`src/rtl/rsa_block_sequencer.sv`:
```
// Byte-stream sequencer for Rsa256Core: loads n, d, then each ciphertext block, runs the core
// and streams the plaintext out MSB first. Optional core watchdog: define RSA_SEQ_TIMEOUT_EN.
module rsa_block_sequencer #(
    parameter int unsigned KEY_BYTES      = 32,
    parameter int unsigned OUT_BYTES      = 31,
    parameter int unsigned TIMEOUT_CYCLES = 2**20
) (
    input  logic         i_clk,
    input  logic         i_rst_n,
    input  logic [7:0]   i_rx_data,
    input  logic         i_rx_valid,
    output logic         o_rx_ready,
    output logic [7:0]   o_tx_data,
    output logic         o_tx_valid,
    input  logic         i_tx_ready,
    output logic         o_core_start,
    output logic [255:0] o_core_a,
    output logic [255:0] o_core_d,
    output logic [255:0] o_core_n,
    input  logic [255:0] i_core_dec,
    input  logic         i_core_finished,
    input  logic         i_key_reload,
    output logic         o_busy,
    output logic         o_timeout
);
    localparam int unsigned     CntW    = $clog2(KEY_BYTES);
    localparam int unsigned     OutW    = 8 * OUT_BYTES;
    localparam logic [CntW-1:0] KeyLast = CntW'(KEY_BYTES - 1);
    localparam logic [CntW-1:0] OutLast = CntW'(OUT_BYTES - 1);

    typedef enum logic [2:0] {StKeyN, StKeyD, StEnc, StStart, StWait, StSend} state_e;

    state_e            state_q;
    logic [CntW-1:0]   cnt_q;
    logic              pend_q;
    logic [255:0]      n_q, d_q, a_q;
    logic [OutW-1:0]   out_sr_q;
    logic              rx_fire;

`ifdef RSA_SEQ_TIMEOUT_EN
    localparam logic [20:0] TmoLast = 21'(TIMEOUT_CYCLES - 1);
    logic [20:0] tmo_cnt_q;
    logic        timeout_q;
    assign o_timeout = timeout_q;
`else
    logic unused_tmo;
    assign unused_tmo = ^TIMEOUT_CYCLES;
    assign o_timeout  = 1'b0;
`endif

    logic unused_dec;
    assign unused_dec = ^i_core_dec[255:OutW];

    // Gated by reset so every output reads 0 while reset is held.
    assign o_rx_ready   = i_rst_n && (state_q == StKeyN || state_q == StKeyD || state_q == StEnc);
    assign rx_fire      = i_rx_valid && o_rx_ready;
    assign o_tx_valid   = (state_q == StSend);
    assign o_tx_data    = out_sr_q[OutW-1 -: 8];
    assign o_core_start = (state_q == StStart);
    assign o_busy       = (state_q == StStart || state_q == StWait || state_q == StSend);
    assign o_core_a     = a_q;
    assign o_core_d     = d_q;
    assign o_core_n     = n_q;

    always_ff @(posedge i_clk or negedge i_rst_n) begin
        if (!i_rst_n) begin
            state_q  <= StKeyN;
            cnt_q    <= '0;
            pend_q   <= 1'b0;
            n_q      <= '0;
            d_q      <= '0;
            a_q      <= '0;
            out_sr_q <= '0;
`ifdef RSA_SEQ_TIMEOUT_EN
            tmo_cnt_q <= '0;
            timeout_q <= 1'b0;
`endif
        end else begin
            case (state_q)
                StKeyN, StKeyD: begin
                    if (i_key_reload) begin
                        state_q <= StKeyN;
                        cnt_q   <= '0;
                        pend_q  <= 1'b0;
                        n_q     <= '0;
                        d_q     <= '0;
                    end else if (rx_fire) begin
                        if (state_q == StKeyN) n_q <= {n_q[247:0], i_rx_data};
                        else                   d_q <= {d_q[247:0], i_rx_data};
                        if (cnt_q == KeyLast) begin
                            cnt_q   <= '0;
                            state_q <= (state_q == StKeyN) ? StKeyD : StEnc;
                        end else begin
                            cnt_q <= cnt_q + CntW'(1);
                        end
                    end
                end
                StEnc: begin
                    if (i_key_reload && cnt_q == '0) begin
                        state_q <= StKeyN;
                        pend_q  <= 1'b0;
                        n_q     <= '0;
                        d_q     <= '0;
                    end else begin
                        if (i_key_reload) pend_q <= 1'b1;
                        if (rx_fire) begin
                            a_q <= {a_q[247:0], i_rx_data};
                            if (cnt_q == KeyLast) begin
                                cnt_q   <= '0;
                                state_q <= StStart;
`ifdef RSA_SEQ_TIMEOUT_EN
                                tmo_cnt_q <= '0;
                                timeout_q <= 1'b0;
`endif
                            end else begin
                                cnt_q <= cnt_q + CntW'(1);
                            end
                        end
                    end
                end
                StStart: begin
                    if (i_key_reload) pend_q <= 1'b1;
                    state_q <= StWait;
                end
                StWait: begin
                    if (i_key_reload) pend_q <= 1'b1;
                    if (i_core_finished) begin
                        out_sr_q <= i_core_dec[OutW-1:0];
                        state_q  <= StSend;
                    end
`ifdef RSA_SEQ_TIMEOUT_EN
                    else if (tmo_cnt_q == TmoLast) begin
                        timeout_q <= 1'b1;
                        state_q   <= StEnc;
                    end else begin
                        tmo_cnt_q <= tmo_cnt_q + 21'd1;
                    end
`endif
                end
                StSend: begin
                    if (i_key_reload) pend_q <= 1'b1;
                    if (i_tx_ready) begin
                        out_sr_q <= out_sr_q << 8;
                        if (cnt_q == OutLast) begin
                            cnt_q <= '0;
                            // A reload arriving on the last byte is honoured immediately.
                            if (pend_q || i_key_reload) begin
                                state_q <= StKeyN;
                                pend_q  <= 1'b0;
                                n_q     <= '0;
                                d_q     <= '0;
                            end else begin
                                state_q <= StEnc;
                            end
                        end else begin
                            cnt_q <= cnt_q + CntW'(1);
                        end
                    end
                end
                default: state_q <= StKeyN;
            endcase
        end
    end
endmodule

```
`config.mk`:
```
export PLATFORM = sky130hd
export DESIGN_NAME = rsa_block_sequencer
export DESIGN_NICKNAME = d
export VERILOG_FILES = /design/src/rtl/rsa_block_sequencer.sv
export SDC_FILE = /design/constraint.sdc
export NUM_CORES = 2
export LEC_CHECK = 0
export CAP_MARGIN = 20
export CORE_AREA = 2 2 410 412
export CTS_CLUSTER_SIZE = 30
export DETAILED_ROUTE_END_ITERATION = 8
export DIE_AREA = 0 0 412 414
export GPL_TIMING_DRIVEN = 0
export PLACE_DENSITY = 0.57
export SLEW_MARGIN = 20
export SYNTH_ARGS = -nofsm -noshare
export SYNTH_HDL_FRONTEND = slang
export SYNTH_SLANG_ARGS = --single-unit
```
`constraint.sdc`:
```
create_clock -name i_clk -period 2.21 [get_ports i_clk]
set_input_delay 0.3315 -clock i_clk [delete_from_list [all_inputs] [get_ports i_clk]]
set_output_delay 0.3315 -clock i_clk [all_outputs]
set_load 0.05 [all_outputs]
```
# [Word level (Yosys, flattened, before mapping)]
# Index checks and enable logic that the tools add are counted.
[totals] wordCells=92 memories=0 register_bits=1025 ram_bits=0 out_inout_bits=781 inputBits=270 latch_bits=0 rom_bits=0
[op_classes] n_shift=0 n_addsub=1 n_div=0 mul=0 n_eq_ne=20 magnitude_cmp=0 reduce_logical=22 muxes=41 bitwise=1
[ops] op="two-way mux 256 bit" n=10
[ops] op="case mux 256 bit (3 select lines)" n=2
[ops] op="two-way mux 248 bit" n=2
[ops] op="case mux 248 bit (2 select lines)" n=1
[ops] op="two-way mux 5 bit" n=6
[ops] op="two-way mux 3 bit" n=9
[ops] op="AND reduction 7 bit" n=3
[ops] op="case mux 3 bit (5 select lines)" n=1
[ops] op="case mux 5 bit (3 select lines)" n=1
[ops] op="!= test 3 bit (second input constant)" n=4
[ops] op="== test 5 bit (second input constant)" n=2
[ops] op="AND reduction 3 bit" n=3
[ops] op="!= test 2 x 1 -> 1 bit (second input constant)" n=4
[ops] op="== test 3 x 2 -> 1 bit (second input constant)" n=2
[ops] op="== test 3 bit (second input constant)" n=2
[ops] op="two-way mux 1 bit" n=6
[ops] op="!= test 2 bit (second input constant)" n=3
[ops] op="adder 5 x 1 -> 5 bit (second input constant)" n=1
[ops] op="logical NOT 5 bit" n=1
[ops] op="logical OR 1 bit" n=5
[ops] op="two-way mux 2 bit" n=2
[ops] op="case mux 1 bit (4 select lines)" n=1
[ops] op="nonzero test 4 bit" n=1
[ops] op="OR reduction 2 bit" n=2
[ops] op="other kinds (9)" n=11

# [Logic depth before layout (Yosys ltp)]
[depth] depth_word=8 ltp_mapped=11 mapped_depth_nobuf=7

# [Worst setup path after synthesis]
# No wires, ideal clock.
[synth_timing] path_kind="flip-flop to output port" start="register state_q[2]" end="output port o_busy" setup_slack_ps=-15 stages_incl_launch_ff=4 required_ps=1879 arrival_time_ps=1894 n_path_buf=1 path_cell_list="dfrtp_1 -> buf_6 -> nand2b_2 -> o21ai_0"
[synth_via] elab_chain_len=3 word_cells_on_any_way=5 cone_classes="3 x eq/ne; 2 x reduce/logical"
[synth_rtl] element="from (decl)" line="33" source="state_e state_q;"
[synth_rtl] element="from (signal assigned)" line="67" source="state_q <= StKeyN;"
[synth_rtl] element="from (signal assigned)" line="82" source="state_q <= StKeyN;"
[synth_rtl] element="from (signal assigned)" line="92" source="state_q <= (state_q == StKeyN) ? StKeyD : StEnc;"
[synth_rtl] element="== test 3 x 2 -> 1 bit / == test 3 bit (equally long branches)" line="60" source="assign o_busy = (state_q == StStart || state_q == StWait || state_q == StSend);"
[synth_rtl] element="logical OR 1 bit" line="60"
[synth_rtl] element="logical OR 1 bit *" line="60"
[synth_rtl] element="to (decl)" line="23" source="output logic o_busy,"
# Mark *: on every way between the ends. The rest lies on a longest branch, timed or not.

# [Worst setup path in the final report]
[layout_timing] start="register cnt_q[0]" end="register n_q[241], in the netlist o_core_n[241]"
[layout_via] elab_chain_len=4 word_cells_on_any_way=6 cone_classes="3 x eq/ne; 3 x reduce/logical"
[layout_rtl] element="from (decl)" line="34" source="logic [CntW-1:0] cnt_q;"
[layout_rtl] element="from (signal assigned)" line="94" source="cnt_q <= cnt_q + CntW'(1);"
[layout_rtl] element="from (signal assigned)" line="116" source="cnt_q <= cnt_q + CntW'(1);"
[layout_rtl] element="from (signal assigned)" line="156" source="cnt_q <= cnt_q + CntW'(1);"
[layout_rtl] element="logical NOT 5 bit" line="99" source="if (i_key_reload && cnt_q == '0) begin"
[layout_rtl] element="logical AND 1 bit" line="99"
[layout_rtl] element="!= test 2 x 1 -> 1 bit (no line)"
[layout_rtl] element="AND reduction 7 bit (no line) *"
[layout_rtl] element="to (signal assigned)" line="88" source="if (state_q == StKeyN) n_q <= {n_q[247:0], i_rx_data};"
[layout_rtl] element="to (decl)" line="36" source="logic [255:0] n_q, d_q, a_q;"
# Marks and branches as above.
# A chain may end at the register's enable or synchronous reset.

==> impl_results.md <==
* Status: complete, but fails checks
* Violated checks: negative setup slack
* Die span in y at 414 um
* Area growth from synthesis to layout at 49.8%
* Via density at 4.63
* Via count at 34.9k
* Routed WL per cell at 23.6 um
* Slew Viols, Final at 0
* Setup slack, reg-to-reg at -0.28 ns
* Initial Util at 0.250
* CP required at 2.81 ns
* RD Place Congestion at 0.913
* Crit path to: o_core_n[241]
* Slew margin rel. at 0.283
* Core area at 166000 um2
* Crit start category: register
* Register area share after synthesis at 0.616
* H-tree Lvls at 3
* Worst Path Arrival at 3.09 ns
* FFs w/ async S/R, synth at 1.00
* Syn_nets at 4198
* Std-Cell Rows at 150
* Fraction of layout cells with a size suffix above 1 at 0.166
* Synthesis-stage register bit count at 1025
* Top cells by area, synth: dfrtp_1 62%, nand2_1 11%, mux2_2 6.9%
* Port Buffer Count at 1041
* Ratio of final minimum period to clock period at 1.13
* Final Hold Vio Count at 0
* First DRT Iteration DRCs at 2293
* Hold Path Class: input pin to asynchronous set/reset pin
* Synth cell count leaders: 1270 x nand2_1, 1025 x dfrtp_1, 502 x o21ai_0
* Post-synth top area cell: dfrtp_1
* Worst vdd ir at 1020 uV
* Gr ovfl total at 0
* Vias in the first global route at 34.9k
* DP HPWL at 134 mm
* PD cells at 1110 nW/um2
* R2r startpoint: cnt_q[0]
* Synth Warn # at 0
* Placed Area at 55100 um2
* Largest net degree at the start of global routing at 128
* Total Wirelength at 178 mm
* Residual DRC at 0
* Ys flop type: dfrtp_1
* Reg clk slew, reported paths at 0.06 ns
* Root Driver: clkbuf_16
* Tot Pwr at 69100 uW
* I/O pins at 1051
* Mapped Area at 41600 um2
* Worst Tran Pin Value at 1.08 ns
* Clk_skew at 0.0611 ns
* RSZ-0062 raised after global routing: yes
* CP max FO at 10
* Global-route wire length before repair at 253 mm
* Post-synth EDFFs at 0
* Achievable frequency at 0.401 GHz
* ANT nets after route at 0
* Synth Instances at 3924
* Setup-failing EPs final at 1547
* R2R cell count at 13
* Num CTS Buffers at 113
* Final Hold Slack at 0.0238 ns
* First-pass DRT Iterations at 6
* Post-Layout Cell Count at 7531
* Max Cap Viol at 0
* Avg Cell Area, Syn at 10.6 um2
* Final Cell Area at 62300 um2
* Die ar. at 171000 um2
* Critical path class: register to register
* Reg-to-Reg End: o_core_n[241]
* CTS Sinks at 1025
* Library cells used by synthesis at 43
* Clk_lat worst skew at 0.75 ns
* Longest Clk Path Bufs at 3
* CTS tree: yes
* Post-synth top area share at 0.616
* Top-count cell post-synth: nand2_1
* Inst Count DP at 7179
* Global-route usage over all layers at 0.201
* Critical Path End Type: register
* Initial antenna violation count at 32
* Die width at 412 um
* Pleak at 0.0274 uW
* Tmin final at 2.49 ns
* Layout Nets at 5485
* Setup ws final at -0.281 ns
* Start point of the critical path: cnt_q[0]
==> placed cells by master (no fill, tap or decap), drive strengths merged, types with 6 or more instances in the layout <==
master	count
a21oi	7
a22o	10
buf	258
bufbuf	8
clkbuf	336
clkdlybuf4s15	14
clkdlybuf4s50	918
clkinv	23
dfrtp	1025
diode	20
dlygate4sd2	102
inv	10
mux2	256
mux2i	240
nand2	1270
nand3	6
nor2	6
o21ai	763
==> cell families (layout without fill, tap and decap cells) <==
family          Yosys count  after routing  synth area share
mux                     496            496             0.127
compound gates          800            800             0.100
fa+ha+maj                 4              4           0.00120
simple gates           1300           1300             0.119
buf+inv                 298           1681            0.0364
other cells               1             21         0.0000901
flops                  1025           1025             0.616
==> worst min-delay path by stage <==
stage          cells after the start          start            end
2_1_floorplan                      0        i_rst_n       cnt_q[0]
3_3_place_gp                       2  out_sr_q[137]  out_sr_q[137]
3_5_place_dp                       1        i_rst_n   out_sr_q[96]
4_1_cts                            5        i_rst_n   out_sr_q[97]
5_1_grt                            6        i_rst_n   o_core_a[53]
6_report                           5        i_rst_n   o_core_a[97]
==> power breakdown <==
group          total, uW  switching (uW)  leakage, uW  internal (uW)
sequential         23600            2050       0.0139          21500
clock              19400            8250      0.00186          11100
combinational      26200           16100       0.0116          10100
total              69100           26400       0.0274          42800
==> per-stage QoR <==
stage	setup TNS [ns]	setup slack (ns)	util
4_1_cts	-264.12	-0.295	0.369
2_1_floorplan	0	0.00527	-
5_1_grt	-374.40	-0.401	0.375
6_report	-186.41	-0.281	0.375
3_5_place_dp	-1665.07	-2.12	0.331
3_3_place_gp	-	-47.72	0.329
==> sequential cells by signal (all words and copies together), names as in the netlist <==
name	count
out_sr_q	248
state_q	3
o_core_n	256
cnt_q	5
o_core_a	256
o_core_d	256
pend_q	1
==> final cells by class <==
type                    instances  area (um2)
diodes                         20        50.0
plain buffers                 289        2220
clock buffers                 179        3390
clock inverters                32         414
fillers                     16600      104000
inverters                       8        32.5
multi-input cells            2601       15000
flip-flops and latches       1025       25700
well taps                    2204        2760
repair buffers               1173       12800
==> critical path: stages (launching register included) <==
cell	delay, ns
dfrtp_1	0.39
inv_2	0.12
ha_4	0.14
nor4b_4	0.29
and3_4	0.26
o311ai_4	0.09
buf_12	0.17
buf_12	0.14
buf_12	0.14
buf_12	0.15
clkbuf_16	0.18
buf_8	0.14
nand2_1	0.06
o21ai_1	0.06
==> repair_timing <==
action,CTS,global route
hold buffers,14,3
pin swaps,8,12
buffers inserted,52,12
hold endpoints to repair,256,18
resized for setup,475,174
gates cloned,30,15
endpoints found under the setup margin,1796,1807
==> metal layers <==
metal | routed length (um) | global-route usage | vias to the layer above
met5 | 31 | 0 | -
met4 | 6620 | 0.0791 | 6
met3 | 13200 | 0.0531 | 273
met2 | 84100 | 0.324 | 1153
met1 | 74000 | 0.257 | 17700
li1 | - | - | 15800
No activity file was read; power rests on OpenSTA's default activity.
